File: config.mk
export PLATFORM = sky130hd
export DESIGN_NAME = copy_read_scheduler
export DESIGN_NICKNAME = d
export VERILOG_FILES = /design/src/rtl/copy_engine_pkg.sv /design/src/rtl/copy_read_burst_tracker.sv /design/src/rtl/copy_read_scheduler.sv
export SDC_FILE = /design/constraint.sdc
export NUM_CORES = 2
export LEC_CHECK = 0
export CAP_MARGIN = 20
export CORE_MARGIN = 5
export CORE_UTILIZATION = 55
export CTS_CLUSTER_DIAMETER = 60
export CTS_CLUSTER_SIZE = 30
export DETAILED_ROUTE_END_ITERATION = 10
export GPL_TIMING_DRIVEN = 0
export PLACE_DENSITY = 0.77
export SYNTH_ARGS = -nofsm -noshare
export SYNTH_HDL_FRONTEND = slang
export SYNTH_SLANG_ARGS = --single-unit
File: constraint.sdc
create_clock -name clk -period 9.05 [get_ports clk]
set_input_delay 2.2625 -clock clk [delete_from_list [all_inputs] [get_ports clk]]
set_output_delay 2.2625 -clock clk [all_outputs]
set_load 0.05 [all_outputs]
File: src/rtl/copy_engine_pkg.sv
// rtl/copy_engine_pkg.sv - shared command types and scheduler state encoding for the copy engine
package copy_engine_pkg;

  // A 4KB page holds this many 64-byte lines; no burst may straddle one.
  localparam int PAGE_LINES = 64;

  typedef logic [63:0] t_cmd_addr;
  // AXI length encoding: beats minus one.
  typedef logic [7:0]  t_cmd_num_lines;

  typedef enum logic [1:0] {
    IDLE,
    ISSUE,
    DRAIN,
    DONE
  } t_rd_sched_state;

endpackage

File: src/rtl/copy_read_burst_tracker.sv
// rtl/copy_read_burst_tracker.sv - FIFO of cumulative burst end marks, retired as read lines come back
module copy_read_burst_tracker #(
  parameter int DEPTH = 32
) (
  input  logic        clk,
  input  logic        reset,
  input  logic        push,
  input  logic [31:0] push_mark,
  input  logic [31:0] lines_done,
  output logic        full,
  output logic        empty
);

  localparam int AW = (DEPTH > 1) ? $clog2(DEPTH) : 1;
  localparam int CW = $clog2(DEPTH + 1);

  logic [31:0]   marks [DEPTH];
  logic [AW-1:0] rd_ptr;
  logic [AW-1:0] wr_ptr;
  logic [CW-1:0] count;
  logic          push_ok;
  logic          pop;

  // Pointers wrap explicitly so DEPTH need not be a power of two.
  function automatic logic [AW-1:0] ptr_inc(input logic [AW-1:0] p);
    return (p == AW'(DEPTH - 1)) ? '0 : p + 1'b1;
  endfunction

  assign empty   = (count == '0);
  assign full    = (count == CW'(DEPTH));
  assign push_ok = push && !full;
  // A burst is fully returned once the job's completed-line count reaches its end mark.
  assign pop     = !empty && (lines_done >= marks[rd_ptr]);

  // Mark storage; contents only matter between push and pop, so no reset.
  always_ff @(posedge clk) begin
    if (push_ok) begin
      marks[wr_ptr] <= push_mark;
    end
  end

  // Occupancy and pointers; simultaneous push and pop leave the count unchanged.
  always_ff @(posedge clk or posedge reset) begin
    if (reset) begin
      rd_ptr <= '0;
      wr_ptr <= '0;
      count  <= '0;
    end else begin
      if (push_ok) begin
        wr_ptr <= ptr_inc(wr_ptr);
      end
      if (pop) begin
        rd_ptr <= ptr_inc(rd_ptr);
      end
      case ({push_ok, pop})
        2'b10:   count <= count + 1'b1;
        2'b01:   count <= count - 1'b1;
        default: ;
      endcase
    end
  end

endmodule

File: src/rtl/copy_read_scheduler.sv
// rtl/copy_read_scheduler.sv - splits a copy job into page-safe read bursts with line/burst throttling; optional COPY_READ_SCHED_STATS_EN adds job statistics
module copy_read_scheduler
  import copy_engine_pkg::*;
#(
  parameter int ADDR_WIDTH            = 64,
  parameter int MAX_REQS_IN_FLIGHT    = 32,
  parameter int MAX_OUTSTANDING_LINES = 512,
  parameter int LINE_BYTES            = 64
) (
  input  logic                  clk,
  input  logic                  reset,
  input  logic                  start,
  input  logic [ADDR_WIDTH-1:0] src_addr,
  input  logic [31:0]           total_lines,
  input  logic [6:0]            max_burst_lines,
  input  logic [63:0]           num_lines_read,
  output logic                  rd_cmd_enable,
  output logic [ADDR_WIDTH-1:0] rd_cmd_addr,
  output t_cmd_num_lines        rd_cmd_num_lines,
  output logic                  busy,
  output logic                  done,
  output logic [31:0]           lines_issued
`ifdef COPY_READ_SCHED_STATS_EN
  ,
  output logic [31:0]           stat_job_cycles,
  output logic [31:0]           stat_throttle_cycles
`endif
);

  localparam int LINE_SHIFT = $clog2(LINE_BYTES);

  t_rd_sched_state       state;
  t_rd_sched_state       state_nxt;
  logic [ADDR_WIDTH-1:0] cur_addr;
  logic [31:0]           total_q;
  logic [6:0]            max_q;
  logic [63:0]           rd_base;
  logic [31:0]           lines_done;
  logic [31:0]           remaining;
  logic [31:0]           outstanding;
  logic [6:0]            max_eff;
  logic [6:0]            to_page;
  logic [6:0]            burst;
  logic [32:0]           need;
  logic                  fits;
  logic                  issue;
  logic                  drained;
  logic                  trk_full;
  logic                  trk_empty;

  // Modulo-2^64 difference keeps a wrapping engine counter harmless.
  assign lines_done  = 32'(num_lines_read - rd_base);
  assign remaining   = total_q - lines_issued;
  assign outstanding = lines_issued - lines_done;

  // Zero means the full 64-line cap; anything larger is clipped to a page anyway.
  assign max_eff = ((max_q == '0) || (max_q > 7'(PAGE_LINES))) ? 7'(PAGE_LINES) : max_q;
  assign to_page = 7'(PAGE_LINES) - {1'b0, cur_addr[LINE_SHIFT +: 6]};

  // Burst length is the smallest of the cap, the distance to the page end and what is left.
  always_comb begin
    burst = max_eff;
    if (to_page < burst) begin
      burst = to_page;
    end
    if (remaining < 32'(burst)) begin
      burst = remaining[6:0];
    end
  end

  assign need    = {1'b0, outstanding} + 33'(burst);
  assign fits    = (need <= 33'(MAX_OUTSTANDING_LINES));
  assign issue   = (state == ISSUE) && (remaining != '0) && fits && !trk_full;
  assign drained = (lines_done == total_q) && trk_empty;

  assign busy = (state != IDLE);
  assign done = (state == DONE);

  // State register.
  always_ff @(posedge clk or posedge reset) begin
    if (reset) begin
      state <= IDLE;
    end else begin
      state <= state_nxt;
    end
  end

  // Next state; an empty job passes from ISSUE directly to DONE when nothing is pending.
  always_comb begin
    state_nxt = state;
    case (state)
      IDLE: begin
        if (start) begin
          state_nxt = ISSUE;
        end
      end
      ISSUE: begin
        if (remaining == '0) begin
          state_nxt = drained ? DONE : DRAIN;
        end else if (issue && (32'(burst) == remaining)) begin
          state_nxt = DRAIN;
        end
      end
      DRAIN: begin
        if (drained) begin
          state_nxt = DONE;
        end
      end
      DONE: begin
        state_nxt = IDLE;
      end
      default: begin
        state_nxt = IDLE;
      end
    endcase
  end

  // Job latch at start, burst address/count advance and registered command outputs.
  always_ff @(posedge clk or posedge reset) begin
    if (reset) begin
      cur_addr         <= '0;
      total_q          <= '0;
      max_q            <= '0;
      rd_base          <= '0;
      lines_issued     <= '0;
      rd_cmd_enable    <= 1'b0;
      rd_cmd_addr      <= '0;
      rd_cmd_num_lines <= '0;
    end else begin
      rd_cmd_enable <= issue;
      if ((state == IDLE) && start) begin
        cur_addr     <= src_addr & ~ADDR_WIDTH'(LINE_BYTES - 1);
        total_q      <= total_lines;
        max_q        <= max_burst_lines;
        rd_base      <= num_lines_read;
        lines_issued <= '0;
      end else if (issue) begin
        rd_cmd_addr      <= cur_addr;
        rd_cmd_num_lines <= 8'(burst - 7'd1);
        cur_addr         <= cur_addr + (ADDR_WIDTH'(burst) << LINE_SHIFT);
        lines_issued     <= lines_issued + 32'(burst);
      end
    end
  end

  copy_read_burst_tracker #(
    .DEPTH(MAX_REQS_IN_FLIGHT)
  ) u_tracker (
    .clk       (clk),
    .reset     (reset),
    .push      (issue),
    .push_mark (lines_issued + 32'(burst)),
    .lines_done(lines_done),
    .full      (trk_full),
    .empty     (trk_empty)
  );

`ifdef COPY_READ_SCHED_STATS_EN
  // Saturating job-length and throttle counters, frozen once the job is back in IDLE.
  always_ff @(posedge clk or posedge reset) begin
    if (reset) begin
      stat_job_cycles      <= '0;
      stat_throttle_cycles <= '0;
    end else if ((state == IDLE) && start) begin
      stat_job_cycles      <= '0;
      stat_throttle_cycles <= '0;
    end else begin
      if ((state != IDLE) && (stat_job_cycles != '1)) begin
        stat_job_cycles <= stat_job_cycles + 32'd1;
      end
      if ((state == ISSUE) && (remaining != '0) && !issue && (stat_throttle_cycles != '1)) begin
        stat_throttle_cycles <= stat_throttle_cycles + 32'd1;
      end
    end
  end
`endif

endmodule
==> results.toml <==
[run_status]
outcome = "finished, final reports clean"

[floorplan]
ios = 277
fp.dieArea_mm2 = 0.1162
die_x_um = 340.9
num_rows = 121
core_mm2 = 0.1089
dieHeight_um = 340.9
start_util = 0.5532

[sta]
fin_crit_sh = 0.9899
skew_ns = 0.1098
final.setup.tns_ns = 0
fin_crit_ns = 8.959
slew_violations = 0
setup_violations = 0
fmax_ghz = 0.1116
timing.hold.ws_ns = 0.4840
worst_pin_slew_ns = 1.287
finalHoldViolations = 0
slew_headroom = 0.1338

[logic_synthesis]
syn_avg_cell_area_um2 = 14.66
synth_edf_count = 1024
ys.flop_type = "edfxtp_1"
synth-seq-cells = 1270
ys_async_sr_fraction = 0.1937
yosysSeqAreaShare = 0.6129
synthesis.area_mm2 = 0.06021
yosysWarnings = 0
synthCells = 4108
synth.distinct_cells = 109

[placement]
numPortBuffers = 232
globalplace.congestion = 0.9711
place_hpwl_mm = 129.3

[grt]
grt_pass1_wl_mm = 283.4
grt_pass1_vias = 41022
overflow = 0
track_usage = 0.3353
antenna_found_initial = 7
grt_start_max_net_pins = 94

[setup_path]
cp.buffers_inverters = 5
worstSetupPathType = "in -> reg"
cpLargestDelayFamily = "compound AO/OA/AOI/OAI gates"
cp_common_cell = "a21o_1"
cp_data_arrival_time_ns = 9.54
critPathSlowestCell = "or4b_2"
cp.required_ns = 9.63
slowest_delay_ns = 0.68
crit_fanout = 6
end_kind = "flip-flop"
cp-start-kind = "input port"

[clock_tree]
cts_made_buffers = 89
htreeDepth = 3
cts_root_buf = "clkbuf_16"
clk_latency_ns = 0.75
cts.sinks = 1270
cts_buffer_depth = 3
cts_tree = "yes"
clkSlewWorstSetupHoldPaths_ns = 0.08

[power]
switching_share = 0.4442
p_total_uw = 31630
power.switching_uw = 14050
leakagePower_uw = 0.02668
seqPwrFrac = 0.262
p_per_area_mw_per_mm2 = 431.8
p_int_uw = 17580
vdd_drop_max_v = 0.0004823
clkPwrFrac = 0.144
p_comb_frac = 0.594

[final_layout]
n_fill_cell = 6980
most-common-layout-cells = "edfxtp_1 (1024), nand2_1 (347), mux4_2 (320)"
mostFrequentLayoutCell = "edfxtp_1"
drive_gt1_frac = 0.2508
area.growth.synth_to_final_pct = 21.66
nNetsFinal = 5043

[route]
first_pass_iters = 6
drt_wl_total_mm = 201.8
vias = 42319
drcViolationCount = 0
drt_iter0_markers = 5905
routed_via_density = 6.836
antenna_left = 0
routedWlPerCell_um = 32.59

[worst_hold_path]
holdCritPathClass = "reg -> reg"

[job]
maxCapViolations = 0
==> cells in the mapped netlist (all sizes together) (13+ instances only) <==
cell type	number	area share
edfxtp	1024	0.51
nand2	355	0.022
mux4	320	0.12
dfrtp	246	0.10
nor2	207	0.013
ha	173	0.036
o21ai	161	0.014
inv	156	0.0097
a21oi	151	0.013
xnor2	120	0.017
clkbuf	113	0.0071
nand3	93	0.0084
a21o	73	0.0091
nor3	68	0.0059
buf	67	0.0056
xor2	64	0.0093
mux2	59	0.011
mux2i	54	0.0090
nand4	53	0.0062
and3	52	0.0054
or3	45	0.0048
a31oi	44	0.0048
and2	29	0.0030
nor4	28	0.0034
o211ai	25	0.0031
a211oi	24	0.0031
or4	23	0.0029
nand2b	20	0.0021
nor2b	18	0.0019
o21a	18	0.0022
o21bai	17	0.0021
o2111ai	14	0.0020
and4	13	0.0019
==> per-layer routing <==
| layer | part of all wire | up-vias | wire length (um) | GRT usage |
|---|---|---|---|---|
| li1 | - | 17171 | - | - |
| met1 | 0.33 | 21109 | 67380 | 0.4158 |
| met2 | 0.48 | 3243 | 97220 | 0.5490 |
| met3 | 0.11 | 796 | 21560 | 0.06602 |
| met4 | 0.077 | 0 | 15610 | 0.2056 |
| met5 | 0 | - | 0 | 0 |
==> sequential cells by signal, summed over array words and instances, names as in the netlist <==
signal / flops
total_q: 32
cur_addr: 58
u_tracker.count: 6
rd_cmd_enable: 1
lines_issued: 32
max_q: 7
rd_cmd_num_lines: 8
u_tracker.wr_ptr: 5
state: 2
u_tracker.marks: 1024
rd_base: 32
u_tracker.rd_ptr: 5
rd_cmd_addr: 58
==> power by group through the flow <==
| stage | registers, uW | clock network [uW] | logic [uW] |
|---|---|---|---|
| finish | 8280 | 4550 | 18800 |
| global route | 8290 | 4820 | 19800 |
| CTS | 8300 | 4530 | 16300 |
| detailed placement | 8410 | 0 | 15000 |
| global placement | 8520 | 0 | 14000 |
| floorplan | 8450 | 0 | 10200 |
==> cell families (layout without fill, tap and decap cells) <==
logic type	after synthesis	count (layout)	share of synthesized area
AO/OA/AOI/OAI	652	652	0.07161
XOR/XNOR	187	187	0.02791
adder cells (fa/ha/maj)	182	182	0.03861
buffers and inverters	337	993	0.02246
flip-flops	1270	1270	0.6129
multiplexers	433	433	0.1397
other	1	14	0.00006228
AND/OR/NAND/NOR	1046	1046	0.08673
==> worst register-to-register path: cells and delay by family (launching register included) <==
| kind | cells | cell delay [ns] |
|---|---|---|
| buffers and inverters | 8 | 1.09 |
| xor gates and xnor gates | 2 | 0.31 |
| adders and majority gates | 5 | 1.33 |
| AOI/OAI and AO/OA | 16 | 3.37 |
| DFF | 1 | 0.39 |
| and+or+nand+nor | 10 | 2.16 |
==> layout make-up <==
cell class / instances / area [um^2] / share of cell area
Tap cell: 1414 / 1769 / 0.02415
Sequential cell: 1270 / 36930 / 0.5041
Multi-Input combinational cell: 2506 / 24170 / 0.3299
Antenna cell: 8 / 20.02 / 0.0002733
Inverter: 157 / 603.1 / 0.008232
Buffer: 169 / 733.2 / 0.01001
Timing Repair Buffer: 500 / 5743 / 0.07839
Clock buffer: 92 / 2260 / 0.03085
Clock inverter: 75 / 1031 / 0.01407
==> timing repair <==
action | 4_1_cts | 5_1_grt
buffers inserted | 95 | 80
pin swaps | 72 | 82
hold buffers | 0 | 0
setup endpoints to repair | 1194 | 1184
resized for setup | 157 | 223
gates cloned | 0 | 0
==> per-stage QoR <==
stage / worst slack [ns] / cells / instance area (um^2) / util
floorplan: -0.4718 / 4113 / 60240 / -
detailed placement: -3.514 / 5832 / 66160 / 0.6078
CTS: 0.001758 / 6089 / 71290 / 0.6549
global placement: -5.319 / 5759 / 64330 / 0.5910
finish: 0.09100 / 6191 / 73260 / 0.6730
global route: -0.08595 / 6188 / 73250 / 0.6729
==> worst paths after layout <==
check | depth (start not counted) | slack, ns | endpoint | start
worst min register to register | 1 | 0.48 | rd_cmd_num_lines[7]$_DFFE_PP0P_ | rd_cmd_num_lines[7]$_DFFE_PP0P_
worst max-delay path | 35 | 0.09 | u_tracker.count[5]$_DFFE_PP0P_ | num_lines_read[9]
min in group asynchronous | 2 | 2.00 | rd_cmd_addr[31]$_DFFE_PP0P_ | reset
worst min-delay path | 1 | 0.48 | rd_cmd_num_lines[7]$_DFFE_PP0P_ | rd_cmd_num_lines[7]$_DFFE_PP0P_
worst max register to register | 41 | 0.27 | u_tracker.count[5]$_DFFE_PP0P_ | total_q[0]$_DFFE_PP0P_
max in group asynchronous | 4 | 5.63 | rd_base[22]$_DFFE_PP0P_ | reset
No activity file was read; power rests on OpenSTA's default activity.
